**src/rtl/mult_limb_arbiter_pkg.sv**
```systemverilog
// Purpose : shared types and defaults for the limb-multiplier arbiter.
// Latency : n/a (declarations only).
// Backpressure: n/a.
package mult_arb_pkg;

    localparam int A_BITS_DEF = 130;
    localparam int B_BITS_DEF = 128;
    localparam int P_BITS_DEF = A_BITS_DEF + B_BITS_DEF;

    typedef enum logic [1:0] {
        ST_IDLE    = 2'd0,
        ST_ISSUE   = 2'd1,
        ST_WAIT    = 2'd2,
        ST_DELIVER = 2'd3
    } arb_state_t;

    // Requester index width; a single requester still needs one bit.
    function automatic int id_width(input int n);
        return (n > 1) ? $clog2(n) : 1;
    endfunction

endpackage

```
**src/rtl/mult_limb_arbiter_rr_pick.sv**
```systemverilog
// Purpose : round-robin pick; first set bit of req at or above ptr, wrapping.
// Latency : combinational.
// Backpressure: none; pure function of req and ptr.
// Ports   : req (request vector), ptr (search start), gnt (one-hot),
//           idx (binary index of gnt), any (at least one request).
module rr_pick #(
    parameter int NUM_REQ = 4,
    parameter int ID_W    = 2
) (
    input  logic [NUM_REQ-1:0] req,
    input  logic [ID_W-1:0]    ptr,
    output logic [NUM_REQ-1:0] gnt,
    output logic [ID_W-1:0]    idx,
    output logic               any
);

    // Two passes with last-write-wins: the wrapped requesters (below ptr)
    // are considered first so that any requester at or above ptr overrides
    // them; within each pass the downward loop leaves the lowest index.
    always_comb begin
        gnt = '0;
        idx = '0;
        any = |req;
        for (int i = NUM_REQ - 1; i >= 0; i--) begin
            if (req[i] && (i < int'(ptr))) begin
                gnt    = '0;
                gnt[i] = 1'b1;
                idx    = ID_W'(i);
            end
        end
        for (int i = NUM_REQ - 1; i >= 0; i--) begin
            if (req[i] && (i >= int'(ptr))) begin
                gnt    = '0;
                gnt[i] = 1'b1;
                idx    = ID_W'(i);
            end
        end
    end

endmodule

```
**src/rtl/mult_limb_arbiter.sv**
```systemverilog
// Purpose : shares one serial 130x128 limb multiplier among NUM_REQ requesters, round-robin.
// Latency : accept -> start 1 cycle; rsp_valid one edge after mul_done; next accept 1 cycle after rsp handshake.
// Backpressure: one op in flight; req_ready is 0 outside IDLE; DELIVER holds until owner's rsp_ready.
// Ports   : req_valid/req_ready/req_a/req_b   request side (packed operand slices)
//           rsp_valid/rsp_ready/rsp_product   response side (one-hot valid, shared product bus)
//           mul_start/mul_a/mul_b/mul_busy/mul_done/mul_product  multiplier side
//           arb_busy, owner_id, stray_done     status (stray_done sticky until reset)
module mult_limb_arbiter
    import mult_arb_pkg::*;
#(
    parameter  int NUM_REQ = 4,
    parameter  int A_BITS  = A_BITS_DEF,
    parameter  int B_BITS  = B_BITS_DEF,
    localparam int P_BITS  = A_BITS + B_BITS,
    localparam int ID_W    = id_width(NUM_REQ)
) (
    input  logic                        clk,
    input  logic                        reset_n,
    input  logic [NUM_REQ-1:0]          req_valid,
    output logic [NUM_REQ-1:0]          req_ready,
    input  logic [NUM_REQ*A_BITS-1:0]   req_a,
    input  logic [NUM_REQ*B_BITS-1:0]   req_b,
    output logic [NUM_REQ-1:0]          rsp_valid,
    input  logic [NUM_REQ-1:0]          rsp_ready,
    output logic [P_BITS-1:0]           rsp_product,
    output logic                        mul_start,
    output logic [A_BITS-1:0]           mul_a,
    output logic [B_BITS-1:0]           mul_b,
    input  logic                        mul_busy,
    input  logic                        mul_done,
    input  logic [P_BITS-1:0]           mul_product,
    output logic                        arb_busy,
    output logic [ID_W-1:0]             owner_id,
    output logic                        stray_done
);

    arb_state_t           state_q;
    arb_state_t           state_d;
    logic [ID_W-1:0]      rr_ptr_q;
    logic [NUM_REQ-1:0]   pick_gnt;
    logic [ID_W-1:0]      pick_idx;
    logic                 pick_any;
    logic                 owner_ack;
    logic                 accept;
    logic                 capture;
    logic                 release_rsp;

    rr_pick #(
        .NUM_REQ (NUM_REQ),
        .ID_W    (ID_W)
    ) u_rr_pick (
        .req (req_valid),
        .ptr (rr_ptr_q),
        .gnt (pick_gnt),
        .idx (pick_idx),
        .any (pick_any)
    );

    // Only the owner's rsp_ready matters; other requesters are ignored.
    assign owner_ack   = rsp_ready[owner_id];
    assign accept      = (state_q == ST_IDLE) && pick_any;
    assign capture     = (state_q == ST_WAIT) && mul_done;
    assign release_rsp = (state_q == ST_DELIVER) && owner_ack;
    assign arb_busy    = (state_q != ST_IDLE);

    always_ff @(posedge clk or negedge reset_n) begin
        if (!reset_n) begin
            state_q <= ST_IDLE;
        end else begin
            state_q <= state_d;
        end
    end

    always_comb begin
        state_d   = state_q;
        req_ready = '0;
        mul_start = 1'b0;
        case (state_q)
            ST_IDLE: begin
                if (pick_any) begin
                    req_ready = pick_gnt;
                    state_d   = ST_ISSUE;
                end
            end
            ST_ISSUE: begin
                // Start only once the multiplier is free; the pulse lasts
                // exactly one cycle because we leave ISSUE on the same edge.
                if (!mul_busy) begin
                    mul_start = 1'b1;
                    state_d   = ST_WAIT;
                end
            end
            ST_WAIT: begin
                if (mul_done) begin
                    state_d = ST_DELIVER;
                end
            end
            ST_DELIVER: begin
                if (owner_ack) begin
                    state_d = ST_IDLE;
                end
            end
            default: state_d = ST_IDLE;
        endcase
    end

    always_ff @(posedge clk or negedge reset_n) begin
        if (!reset_n) begin
            mul_a       <= '0;
            mul_b       <= '0;
            owner_id    <= '0;
            rsp_product <= '0;
            rsp_valid   <= '0;
            rr_ptr_q    <= '0;
            stray_done  <= 1'b0;
        end else begin
            if (accept) begin
                mul_a    <= req_a[pick_idx*A_BITS +: A_BITS];
                mul_b    <= req_b[pick_idx*B_BITS +: B_BITS];
                owner_id <= pick_idx;
            end
            if (capture) begin
                rsp_product <= mul_product;
                rsp_valid   <= NUM_REQ'(1) << owner_id;
            end
            if (release_rsp) begin
                rsp_valid <= '0;
                // Next search starts just past the requester served last.
                rr_ptr_q  <= (int'(owner_id) == NUM_REQ - 1) ? '0 : owner_id + 1'b1;
            end
            if (mul_done && (state_q != ST_WAIT)) begin
                stray_done <= 1'b1;
            end
        end
    end

endmodule

```
**config.mk**
```make
export PLATFORM = sky130hd
export DESIGN_NAME = mult_limb_arbiter
export DESIGN_NICKNAME = d
export VERILOG_FILES = /design/src/rtl/mult_limb_arbiter_pkg.sv /design/src/rtl/mult_limb_arbiter_rr_pick.sv /design/src/rtl/mult_limb_arbiter.sv
export SDC_FILE = /design/constraint.sdc
export NUM_CORES = 2
export LEC_CHECK = 0
export CELL_PAD_IN_SITES_DETAIL_PLACEMENT = 0
export CELL_PAD_IN_SITES_GLOBAL_PLACEMENT = 2
export CORE_AREA = 2 2 710 712
export CTS_CLUSTER_DIAMETER = 200
export CTS_CLUSTER_SIZE = 8
export DETAILED_ROUTE_END_ITERATION = 16
export DIE_AREA = 0 0 712 714
export GPL_TIMING_DRIVEN = 0
export HOLD_SLACK_MARGIN = 0.08
export PLACE_DENSITY_LB_ADDON = 0.1
export SLEW_MARGIN = 20
export SYNTH_ARGS = -nofsm -noshare
export SYNTH_HDL_FRONTEND = slang
export SYNTH_SLANG_ARGS = --single-unit
```
**constraint.sdc**
```tcl
create_clock -name clk -period 1.75 [get_ports clk]
set_input_delay 0.2625 -clock clk [delete_from_list [all_inputs] [get_ports clk]]
set_output_delay 0.2625 -clock clk [all_outputs]
set_load 0.01 [all_outputs]
```
==> reports/metrics.yaml <==
critical_path:
  crit_fanout: 7
  start_kind: "flop"
  reg2reg_depth: 10
  worstPathCellList: "nand2b_4, and3_4, o22ai_4, buf_12, buf_16, buf_16, buf_16, buf_12, mux2i_4, o221ai_2"
  r2r_end: "mul_a[124]"
  r2r-start: "rr_ptr_q[0]"
  cp.arrival_ns: 3.28
  crit_required_ns: 2.39
  max_stage_delay_ns: 0.53
  worstSetupEndpointType: "flop"
  crit_top_cell: "buf_16"
  crit_slowest_cell: "mux2i_4"
  rrSetupSlack_ns: -0.90
  path_class: "reg -> reg"
timing:
  grt_setup_unrepaired: "true"
  timing.final.ws_setup_ns: -0.896
  max_freq_ghz: 0.378
  setup_viol: 1021
  min_period_ns: 2.65
  setup_tns_ns: -378.22
  report.final.slew_viol_count: 0
  final-hold-violation-count: 0
  worst_pin_slew_ns: 0.912
  slew_headroom: 0.395
  fin_crit_sh: 1.51
  fin_skew_ns: 0.0716
global_routing:
  grt_usage: 0.144
  grt_pass1_vias: 33800
  grt_pass1_wl_um: 459000
  grt_antenna_before_repair: 376
  grt_max_degree: 68
  overflow: 0
routing:
  drtPass1Iterations: 5
  wl_per_cell_um: 32.3
  dr_total_vias: 32500
  finalWirelength_um: 382000
  vias_per_cell: 2.75
  drc: 0
  drt-initial-drc-count: 1631
  detail-route-antenna-nets: 0
synth:
  yosys-top-cells-area: "dfrtp_1 (51%), mux2i_1 (20%), nand2_1 (15%)"
  synth_top_family_by_area: "multiplexers"
  synth_area_mm2: 0.0260
  avgSynthCellArea_um2: 9.94
  synth_edf_count: 0
  synth_mux_area_frac: 0.201
  synth_warnings: 0
  synth_top_area_share: 0.508
  synth_seq_cells: 527
  synthAdderAreaFrac: 0.00385
  yosysTopAreaCell: "dfrtp_1"
  syn_inst: 2614
  synth-async-reset-ratio: 1.00
  yosys.area_share.simple: 0.156
  yosys.area_share.xor_xnor: 0
  syn_nets: 3924
  synth_compound_area_frac: 0.0946
  synthFlopType: "dfrtp_1"
  synth.distinct_cells: 32
  seq_area_frac_synth: 0.508
die:
  die_x_um: 712
  dieArea_mm2: 0.508
  io_pins: 1831
  core.rowCount: 260
  initial_utilization: 0.0519
  die_h_um: 714
  core_area_mm2: 0.500
cts:
  cts_root_buf: "clkbuf_16"
  cts_made_buffers: 82
  h-tree-depth: 3
  clock_path_buffers: 4
  cts_tree: "done"
  cts.sinks: 527
  clock_latency_ns: 0.82
  clk_pin_slew_worst_paths_ns: 0.07
final_layout:
  multi_input_area_mm2: 0.0139
  area_delta_synth_final_pct: 149
  fin_util: 0.129
  fillers: 57100
  seq_area_mm2: 0.0132
  layout_commonest_cell: "clkdlybuf4s50_1"
  final_nets: 6357
  drive_gt1_frac: 0.127
  layout_common_cells: "clkdlybuf4s50_1 (1818), nand2_1 (1035), dfrtp_1 (524)"
min_path:
  hold_depth: 3
  holdPathEnd: "rsp_product[98]"
  hold_path.startpoint: "mul_product[98]"
  hp-class: "in -> reg"
pwr:
  power_leakage_nw: 25.6
  ir_drop_uv: 689
  powerDensity_mw_per_mm2: 1540
run_status:
  violations: "setup timing"
  status: "finished, violations left"
placement:
  dp_hpwl_um: 325000
  io_buffers: 1829
  place_congestion: 0.825
job:
  drv_cap: 0
worst max-delay path, delay by kind of cell (launching register included):
family                 cells  cell delay [ns]
and+or+nand+nor            2             0.34
muxes                      1             0.53
buffers and inverters      5             0.74
DFF                        1             0.49
AOI/OAI and AO/OA          2             0.29
worst max path at each step:
stage	slack, ns	endpoint	startpoint
finish	-0.90	mul_a[124]	rr_ptr_q[0]
global route	-0.96	mul_a[124]	rr_ptr_q[0]
floorplan	-0.03	mul_b[101]	req_valid[1]
CTS	-0.99	mul_a[120]	rr_ptr_q[0]
global placement	-34.94	mul_a[28]	reset_n
detailed placement	-3.38	mul_a[126]	req_valid[0]
synthesized netlist by cell type (2+ instances only):
cell         n
inv_1        8
o21ai_0      5
a21oi_1      8
dfrtp_1    527
ha_1         8
and2_1       2
buf_2       71
and3_1       3
nand2_1   1045
o221ai_1   248
o221ai_2    10
clkbuf_1   107
buf_1        6
buf_6        5
mux2i_1    516
o22ai_1      2
nand2b_1     3
nor3_1       2
buf_4       14
nor2_1       9
nor2b_1      3
mux2_2       2
state kept, by name (all words and copies together) (netlist names):
register     count
rsp_product    258
mul_a          130
mul_b          128
rsp_valid        4
owner_id         2
rr_ptr_q         2
state_q          2
stray_done       1
cell families (layout without fill, tap and decap cells):
group	after synthesis	count (layout)
multiplexers	519	519
AND/OR/NAND/NOR	1069	1069
buffers and inverters	211	2651
AO/OA/AOI/OAI	280	280
other	0	78
adder cells (fa/ha/maj)	8	8
flip-flops	527	527
per-stage QoR:
stage	total power [mW]	hold WS [ns]	cells	setup WS [ns]	area [um^2]
after global routing	106	0.121	11800	-0.962	64500
after CTS	100	0.0165	11700	-0.986	62600
after detailed placement	75.8	0.209	11100	-3.38	53500
after floorplan	40.3	-0.0331	2614	-0.0322	26300
after global placement	75.3	0.461	11100	-34.94	52900
final	99.8	0.144	11800	-0.896	64600
cell type report:
type / count / area share
clock buffer: 84 / 0.0322
multi-input combinational: 1876 / 0.216
timing repair buffer: 2351 / 0.377
inverter: 8 / 0.000503
buffer: 201 / 0.0371
antenna: 78 / 0.00302
sequential: 527 / 0.204
tap: 6681 / 0.129
clock inverter: 7 / 0.00137
what timing repair did:
item	CTS	global route
endpoints found under the hold margin	556	27
cloned	5	10
hold buffers	402	2
resized for setup	481	244
pin swaps	14	38
buffers inserted	37	49
setup endpoints to repair	1055	1250
power by group:
| part | total, mW | internal [mW] | switching, mW | leakage [nW] |
|---|---|---|---|---|
| combinational | 61.9 | 28.5 | 33.4 | 18.0 |
| clock | 16.2 | 8.53 | 7.70 | 1.07 |
| sequential | 21.7 | 18.0 | 3.65 | 6.58 |
| total | 99.8 | 55.0 | 44.8 | 25.6 |
metal layers:
metal / vias up / global-route usage / wire length (um)
li1: 14100 / - / -
met1: 16000 / 0.163 / 150000
met2: 1613 / 0.272 / 202000
met3: 658 / 0.0353 / 22000
met4: 80 / 0.0247 / 8110
met5: - / 0 / 517
(Power assumes the default switching activity.)
